File: src/rtl/moore_vending_fsm.sv
// Moore coin-accepting vending controller: accumulates 5/10/25 kurus coins and strobes theProduct for one cycle per sale.
// Optional change output guarded by `CHANGE_RETURN_EN.
module moore_vending_fsm #(
   parameter int PRICE = 25
) (
   input  logic       clock,
   input  logic       reset,
   input  logic       fiveKurus,
   input  logic       tenKurus,
   input  logic       twentyFiveKurus,
`ifdef CHANGE_RETURN_EN
   output logic [6:0] change,
`endif
   output logic       theProduct
);

   localparam int CW = $clog2(PRICE + 25) + 1;

   typedef enum logic {ACCUM, DISPENSE} state_t;

   state_t        state, state_nxt;
   logic [CW-1:0] credit, credit_nxt;
   logic [CW-1:0] coin_val, sum;
`ifdef CHANGE_RETURN_EN
   logic [6:0]    change_nxt;
`endif

   always_ff @(posedge clock or negedge reset) begin
      if (!reset) begin
         state  <= ACCUM;
         credit <= '0;
`ifdef CHANGE_RETURN_EN
         change <= '0;
`endif
      end else begin
         state  <= state_nxt;
         credit <= credit_nxt;
`ifdef CHANGE_RETURN_EN
         change <= change_nxt;
`endif
      end
   end

   // One coin per cycle; lower-priority coins in the same cycle are dropped.
   always_comb begin
      coin_val = '0;
      if (twentyFiveKurus)  coin_val = CW'(25);
      else if (tenKurus)    coin_val = CW'(10);
      else if (fiveKurus)   coin_val = CW'(5);
   end

   assign sum = credit + coin_val;

   always_comb begin
      state_nxt  = state;
      credit_nxt = credit;
`ifdef CHANGE_RETURN_EN
      change_nxt = '0;
`endif
      case (state)
         ACCUM: begin
            if (sum >= CW'(PRICE)) begin
               state_nxt  = DISPENSE;
               credit_nxt = '0;
`ifdef CHANGE_RETURN_EN
               change_nxt = 7'(sum - CW'(PRICE));
`endif
            end else begin
               credit_nxt = sum;
            end
         end
         DISPENSE: begin
            // Coins seen during the dispense cycle are lost.
            state_nxt  = ACCUM;
            credit_nxt = '0;
         end
         default: begin
            state_nxt  = ACCUM;
            credit_nxt = '0;
         end
      endcase
   end

   assign theProduct = (state == DISPENSE);

endmodule

File: config.mk
export PLATFORM = sky130hd
export DESIGN_NAME = moore_vending_fsm
export DESIGN_NICKNAME = d
export VERILOG_FILES = /design/src/rtl/moore_vending_fsm.sv
export SDC_FILE = /design/constraint.sdc
export NUM_CORES = 1
export LEC_CHECK = 0
export ABC_AREA = 0
export BUFFER_PORTS_ARGS = -buffer_cell sky130_fd_sc_hd__buf_2
export CORE_UTILIZATION = 30
export CTS_BUF_LIST = sky130_fd_sc_hd__clkbuf_4 sky130_fd_sc_hd__clkbuf_8
export DETAILED_ROUTE_END_ITERATION = 7
export PLACE_DENSITY = 0.55
export SLEW_MARGIN = 15
export SYNTH_ARGS = -nofsm -noshare
export SYNTH_HDL_FRONTEND = slang
export SYNTH_SLANG_ARGS = --single-unit
File: constraint.sdc
create_clock -name clock -period 2.3 [get_ports clock]
set_input_delay 0.115 -clock clock [delete_from_list [all_inputs] [get_ports clock]]
set_output_delay 0.115 -clock clock [all_outputs]
set_load 0.01 [all_outputs]
==> impl_results.md, run 1 <==
* Clock skew at 0.003238 ns
* Synth Warn # at 0
* Crit end category: register
* GRT overflow at 0
* RSZ-0062 raised after global routing: true
* Final worst path period share at 96.06%
* First-pass GRT wire length at 1.421 mm
* CTS tree: yes
* Clock Sinks at 8
* Worst hold-check path type: primary input to async pin
* FF-to-FF path depth at 8
* Cell count after placement at 76
* Min Tclk post-route at 2.209 ns
* Iteration-0 DRC Markers at 5
* Post-synth top area share at 38.28%
* Design Power at 0.4429 mW
* Core area at 0.001559 mm²
* Crit. Startpoint: credit[0]$_DFF_PN0_
* Pre-CTS setup slack at -0.1173 ns
* I/O Pins at 6
* Yosys top cell by area: dfrtp_1
* Synth Register Bits at 8
* Syn avg cell area at approximately 11 µm²
* Setup crit start kind: register
* Largest cells by area after synthesis: dfrtp_1, ha_1, nor4b_1, fa_1, nand2b_1
* Total CTS buffers at 3
* Hold Fails Final Rpt at 0
* Post-CTS setup buffer count at 0
* Post-route setup slack at 0.09051 ns
* Worst vdd ir at between 300 and 400 µV
* Clk pwr share at 23.0%
* Critical Path RT at 2.45 ns
* Post-Syn Instances at 49
* Global router's overall resource usage at between 10% and 20%
* Most common cell after layout, fill and taps aside: dfrtp_1
* Slew Limit Fails at 0
* Fin area at 661.9 µm²
* Sw frac at approximately a third
* Crit Path Class: register to register
* Final Setup Violations at 0
* Reg clk slew, reported paths at around 0.050 ns
* Mapped cell area at 523.0 µm²
* Remaining DRCs at 1
* DR WL/cell at 11.34 µm
* Crit path capture: credit[3]$_DFF_PN0_
* Skew-Pair Late Insertion Delay at 0.25 ns
* Lkg Pwr at 0.3113 nW
* Die span in y at about 44 µm
* Reg-to-reg slack, setup at 0.09 ns
* Initial Utilization at roughly 34%
* Max-cap violation count at 0
* H-tree Lvls at 1
* Port buffer count at 5
* Final GP Congestion at 0.6790
* Failing checks: design-rule violations
* Syn-to-layout area delta at 26.55%
* FF-to-FF End: credit[3]$_DFF_PN0_
* FP Rows at 14
* Hold slack at about 0.24 ns
* DPL Wire Length at 675.2 µm
* Placed Area at between 600 and 700 µm²
* Distinct cells, synth at 26
* ANT nets after route at 0
* Pint at ~0.30 mW
* Status: finished with violations
* Comb power frac at 34.7%
* Clock root buffer: clkbuf_4
* Non-Filler Instances at 80
* Pwr dens at around 670 mW/mm²
* Final nets at just under 80
* DR pass1 iterations at 5
* Max Freq at around 450 MHz
* DR vias at between 300 and 400
* Critical R2R Launch: credit[0]$_DFF_PN0_
* Initial antenna violation count at 0
* Commonest non-fill, non-tap cells in the layout: dfrtp_1, ha_1, buf_2, buf_4
* Crit Path Max Fanout at 6
* Worst Path Arrival at 2.36 ns
* Share of post-route cells with drive strength above 1 at 32.81%
* Sequential share of power at 42.3%
* Setup TNS at 0 ns
* Via/cell ratio at 4.788
* DRT Wirelength at 907 µm
* Ant. Diodes at 0
* Fin util at 42.46%
* Vias in the first global route at about 360
* Pin count of the biggest net entering global routing at 9
* Net Switching at 0.1426 mW
* Post-synthesis sequential area ratio at a little under two fifths
* CTS max path bufs at 2
* Die Area at about 0.0019 mm²
* Horiz. Die Dim at 43.76 µm
## worst min-delay path by stage
stage / cells after the start / to / slack, ns / startpoint
2_1_floorplan: 0 / credit[0]$_DFF_PN0_ / -0.18 / reset
5_1_grt: 2 / credit[3]$_DFF_PN0_ / 0.26 / reset
3_5_place_dp: 1 / credit[1]$_DFF_PN0_ / -0.03 / reset
3_3_place_gp: 1 / credit[0]$_DFF_PN0_ / -0.03 / reset
6_report: 2 / credit[1]$_DFF_PN0_ / 0.24 / reset
4_1_cts: 2 / credit[3]$_DFF_PN0_ / 0.23 / reset
## kinds of logic after synthesis
family / synth area share (%)
AND/OR/NAND/NOR: 20.34
AO/OA/AOI/OAI: 16.03
flip-flops: 38.28
adder cells (fa/ha/maj): 15.79
XOR/XNOR: 6.700
buffers and inverters: 2.153
other: 0.7170
## critical path, stage by stage, from the launching register on
cell	delay (ns)
dfrtp_1	0.32
ha_1	0.16
inv_1	0.05
fa_1	0.37
and2b_1	0.23
o2111ai_1	0.13
and3_1	0.20
a311o_2	0.38
nor4b_2	0.27
## layout make-up
type / count / area [µm²]
flip-flops and latches: 8 / 200.2
fillers: 157 / 897.1
repair buffers: 11 / 72.57
inverters: 3 / 11.26
multi-input cells: 39 / 335.3
well taps: 16 / 20.02
clock buffers: 3 / 22.52
## flip-flops by register name (all words and copies together), names as in the netlist
| name | flops |
|---|---|
| credit | 7 |
| theProduct | 1 |
## synthesized netlist by cell type (all sizes together)
library cell,count
o22ai,1
xor2,2
nand3b,1
o21ba,1
nor4,2
conb,1
a211oi,1
a21oi,2
xnor2,2
inv,3
nand2,1
nand2b,3
a311o,1
nor4b,3
dfrtp,8
and2b,1
ha,5
fa,1
o21ai,1
a21o,1
o2111ai,1
o21bai,1
nor2,3
or2,2
and3,1
## layer usage
metal | part of all wire [%] | vias up | GRT usage, %
met1 | 52 | 170 | 13.91
met2 | 45 | 5 | 14.93
met5 | 0 | - | 0
li1 | - | 206 | -
met4 | 0.44 | 0 | 7.500
met3 | 2.9 | 2 | 1.250
## timing repair
item,4_1_cts,5_1_grt
endpoints found under the setup margin,0,4
hold endpoints to repair,8,0
hold buffers,1,0
gates resized for setup,0,4
## power by group through the flow
stage               Combinational [mW]  Sequential [mW]  Clock (mW)
floorplan                       0.0944            0.184           0
global placement                 0.143            0.184           0
detailed placement               0.141            0.184           0
CTS                              0.144            0.182       0.108
global route                     0.169            0.190       0.112
finish                           0.154            0.187       0.102
Power figures use the tool's default switching activity.
==> run 2: changes to the inputs <==
CAP_MARGIN = 40   (was unset)
CORE_AREA = 2 2 39 41   (was unset)
CORE_UTILIZATION = unset   (was 30)
DIE_AREA = 0 0 41 43   (was unset)
PLACE_DENSITY = 0.67   (was 0.55)
==> impl_results.md, run 2 (synthesis results as in run 1) <==
* DRT Wirelength at approximately 1.0 mm
* Min Tclk post-route at 2.219 ns
* Worst Path Arrival at roughly 2.4 ns
* Most common cell after layout, fill and taps aside: dfrtp_1
* ANT nets after route at 0
* Clock skew at 0.002279 ns
* Lkg Pwr at ~0.31 nW
* Hold Fails Final Rpt at 0
* Design Power at between 0.4 and 0.5 mW
* Crit Path Max Fanout at 5
* Core area at roughly 0.0014 mm²
* Iteration-0 DRC Markers at 1
* Worst hold-check path type: primary input to async pin
* Final nets at 77
* FP Rows at 14
* Layout filler cell count at 136
* Non-Filler Instances at 80
* Total CTS buffers at 3
* FF-to-FF path depth at 9
* Commonest non-fill, non-tap cells in the layout: dfrtp_1, buf_2, ha_1, buf_4
* FF-to-FF End: credit[2]$_DFF_PN0_
* Global router's overall resource usage at 15.27%
* Crit end category: register
* CTS max path bufs at 2
* H-tree Lvls at 1
* Final worst path period share at 96.46%
* Pin count of the biggest net entering global routing at 9
* Crit Path Class: register to register
* Port buffer count at 5
* Max Freq at 450.7 MHz
* Final Setup Violations at 0
* Largest Register: credit
* Vias in the first global route at around 450
* Syn-to-layout area delta at 32.06%
* Critical Path RT at between 2 and 2.5 ns
* Reg clk slew, reported paths at ~0.05 ns
* First-pass GRT wire length at 1.745 mm
* Pwr dens at 676.7 mW/mm²
* Max reg flops at 7
* Horiz. Die Dim at 41 µm
* Fin area at 690.7 µm²
* Remaining DRCs at 0
* Initial antenna violation count at 0
* DR pass1 iterations at 4
* DR vias at 405
* Clock Sinks at 8
* CTS tree: yes
* Setup crit start kind: register
* Slew Limit Fails at 0
* GRT overflow at 0
* Via/cell ratio at 5.063
* Skew-Pair Late Insertion Delay at 0.25 ns
* Least-Margin Pin Slew at 0.7490 ns
* DPL Wire Length at between 700 and 800 µm
* Placed Area at 601.8 µm²
* Clock root buffer: clkbuf_4
* Status: finished, final reports clean
* DR WL/cell at 12.68 µm
* Initial Utilization at between 30% and 40%
* RSZ-0062 raised after global routing: true
* Die Area at 0.001763 mm²
* Share of post-route cells with drive strength above 1 at 39.06%
* Max-cap violation count at 0
* Reg-to-reg slack, setup at slightly above 0.08 ns
* Worst vdd ir at 374.7 µV
* Final GP Congestion at 0.7503
* Slew margin rel. at 49.71%
* I/O Pins at 6
* Cell count after placement at 75
* Ant. Diodes at 0
* Die span in y at 43 µm
* Critical R2R Launch: credit[0]$_DFF_PN0_
==> run 2: through the flow <==
stage / worst slack, ns / utilization [%] / setup TNS, ns / hold slack, ns
after floorplan: 0.1435 / - / 0 / -0.1806
after CTS: 0.03280 / 46.75 / 0 / 0.2335
final: 0.08143 / 49.91 / 0 / 0.2359
after global placement: -0.1149 / 43.49 / -0.4578 / -0.03618
after detailed placement: -0.1782 / 43.49 / -0.7040 / -0.03154
after global routing: -0.05370 / 49.91 / -0.09388 / 0.2532
==> run 2: worst max path at each step <==
stage                   startpoint                  end  slack [ns]  cells after the start
3_3_place_gp              tenKurus  credit[1]$_DFF_PN0_       -0.11                     12
6_report       credit[0]$_DFF_PN0_  credit[2]$_DFF_PN0_        0.08                      9
4_1_cts        credit[0]$_DFF_PN0_  credit[2]$_DFF_PN0_        0.03                      9
5_1_grt        credit[0]$_DFF_PN0_  credit[2]$_DFF_PN0_       -0.05                      9
3_5_place_dp              tenKurus  credit[1]$_DFF_PN0_       -0.18                     12
2_1_floorplan             tenKurus  credit[3]$_DFF_PN0_        0.14                     10
==> run 2: critical path, cell delays in order, from the launching register on <==
cell and delay [ns]:
dfrtp_1 0.33, ha_2 0.18, inv_2 0.04, fa_2 0.33, and2b_1 0.24, o2111ai_2 0.12
and3_1 0.17, a311o_1 0.41, buf_6 0.16, nor4_2 0.14
==> run 2: what timing repair did <==
item,CTS,global route
hold endpoints to repair,8,0
resized for setup,2,8
endpoints found under the setup margin,2,5
hold buffers,1,0
pin swaps,1,2
buffers inserted,0,1
==> run 2: power breakdown <==
part	switching, mW	leakage, nW	internal [mW]
clock	0.0440	0.0138	0.0595
sequential	0.0307	0.104	0.161
combinational	0.0852	0.194	0.0867
==> run 2: layout make-up <==
| cell class | count | area (µm²) | area share [%] |
|---|---|---|---|
| timing repair buffer | 11 | 76.32 | 11.05 |
| tap | 16 | 20.02 | 2.899 |
| inverter | 3 | 11.26 | 1.630 |
| clock buffer | 3 | 22.52 | 3.261 |
| sequential | 8 | 200.2 | 28.99 |
| multi-input combinational | 39 | 360.3 | 52.17 |
==> run 2: metal layers <==
metal  vias to the layer above  GRT usage (%)  wire [µm]
li1                        207              -          -
met1                       191          18.86        457
met2                         5          20.94        512
met3                         2          3.141         27
met4                         0          14.00         17
met5                         -              0          0
==> run 3: changes to the inputs <==
CTS_CLUSTER_DIAMETER = 30   (was unset)
PLACE_DENSITY = unset   (was 0.67)
==> impl_results.md, run 3 (synthesis results as in run 1) <==
* Status: finished, final reports clean
* Layout filler cell count at around 150
* Initial antenna violation count at 0
* Ant. Diodes at 0
* First-pass GRT wire length at ~1.5 mm
* Crit Path Class: register to register
* Vias in the first global route at approximately 380
* Critical Path RT at 2.45 ns
* Clock skew at 0.002267 ns
* Lkg Pwr at 0.3106 nW
* Worst vdd ir at between 400 and 500 µV
* Iteration-0 DRC Markers at 0
* Total CTS buffers at 3
* Die Area at 0.001763 mm²
* Skew-Pair Late Insertion Delay at 0.24 ns
* Horiz. Die Dim at 41 µm
* Non-Filler Instances at 80
* Cell count after placement at 74
* Setup crit start kind: register
* Global router's overall resource usage at 13.14%
* Pre-CTS setup slack at -0.1158 ns
* Final worst path period share at a little over nine tenths
* Share of post-route cells with drive strength above 1 at 37.50%
* DR WL/cell at roughly 13 µm
* Most common cell after layout, fill and taps aside: dfrtp_1
* Worst Path Arrival at 2.40 ns
* DR vias at 412
* Slew Limit Fails at 0
* Largest Register: credit
* Area of the multi-input gates at around 350 µm²
* Port buffer count at 5
* Core area at 0.001384 mm²
* Hold slack at 0.2380 ns
* CTS tree: yes
* DPL Wire Length at roughly 710 µm
* GRT overflow at 0
* Max Freq at 444.5 MHz
* Via/cell ratio at 5.150
* Syn-to-layout area delta at 28.71%
* Reg-to-reg slack, setup at slightly above 0.05 ns
* Least-Margin Pin Slew at 0.6599 ns
* Pwr dens at 662.0 mW/mm²
* Slew margin rel. at between 50% and 60%
* Hold Fails Final Rpt at 0
* Final GP Congestion at 0.7035
* Setup TNS at 0 ns
* CTS max path bufs at 2
* DRT Wirelength at 1.039 mm
* I/O Pins at 6
* Clock root buffer: clkbuf_4
* FP Rows at 14
* Max-cap violation count at 0
* Post-route setup slack at 0.05032 ns
* Crit Path Max Fanout at 6
* Min Tclk post-route at 2.250 ns
* Initial Utilization at 37.79%
* ANT nets after route at 0
* DR pass1 iterations at 1
* Reg clk slew, reported paths at 0.05 ns
* FF+latch area at between 200 and 250 µm²
* H-tree Lvls at 1
* Final Setup Violations at 0
* Final nets at between 70 and 80
* Commonest non-fill, non-tap cells in the layout: dfrtp_1, buf_2, buf_4, ha_1
* Max reg flops at 7
* Worst hold-check path type: primary input to async pin
* Remaining DRCs at 0
* Pin count of the biggest net entering global routing at 9
* Crit end category: register
* Die span in y at 43 µm
* Clock Sinks at 8
## run 3: cell counts in the layout (fill, tap and decap cells not counted)
Identical to the previous run, type by type.
## run 3: routing by layer
layer  track usage [%]  vias up  routed length (µm)
li1                  -      206                   -
met1             16.16      199                 419
met2             18.75        5                 583
met3             1.571        2                  28
met4             12.00        0                   8
met5                 0        -                   0
## run 3: through the flow
| stage | util (%) | power, mW | cell area (µm²) |
|---|---|---|---|
| after CTS | 45.30 | 0.4268 | 626.9 |
| after global placement | 42.95 | 0.3186 | 594.3 |
| after floorplan | - | 0.2784 | 526.8 |
| after global routing | 48.64 | 0.4746 | 673.1 |
| final | 48.64 | 0.4456 | 673.1 |
| after detailed placement | 42.95 | 0.3199 | 594.3 |
## run 3: critical path, cell delays in order, from the launching register on
cell and delay, ns:
dfrtp_1 0.33, ha_2 0.18, inv_1 0.06, fa_2 0.38
and2b_1 0.25, o22ai_2 0.08, xnor2_1 0.15, a311o_2 0.45
nor4b_2 0.28
## run 3: timing repair
item                                   CTS  global route
gates resized for setup                  0             7
setup endpoints to repair                0             6
hold buffers                             1             0
endpoints found under the hold margin    8             0
setup buffers                            0             2
## run 3: path summary, 6_finish.rpt
| path | from | endpoint | depth (start not counted) |
|---|---|---|---|
| worst max-delay path | credit[0]$_DFF_PN0_ | credit[4]$_DFF_PN0_ | 8 |
| worst min-delay path | reset | credit[5]$_DFF_PN0_ | 2 |
| worst max register to register | credit[0]$_DFF_PN0_ | credit[4]$_DFF_PN0_ | 8 |
| worst min register to register | theProduct$_DFF_PN0_ | credit[3]$_DFF_PN0_ | 1 |
| max in group asynchronous | reset | credit[2]$_DFF_PN0_ | 2 |
| min in group clock | twentyFiveKurus | credit[1]$_DFF_PN0_ | 4 |
## run 3: cell type report
type                       instances  area share (%)
inverter                           3           1.673
timing repair buffer              11           10.78
tap                               16           2.974
multi-input combinational         39           51.49
sequential                         8           29.74
clock buffer                       3           3.346
## run 3: report_power, final
part | total [mW] | switching (mW) | internal, mW
sequential | 0.188 | 0.0269 | 0.161
clock | 0.101 | 0.0414 | 0.0593
combinational | 0.157 | 0.0770 | 0.0797
total | 0.446 | 0.145 | 0.300
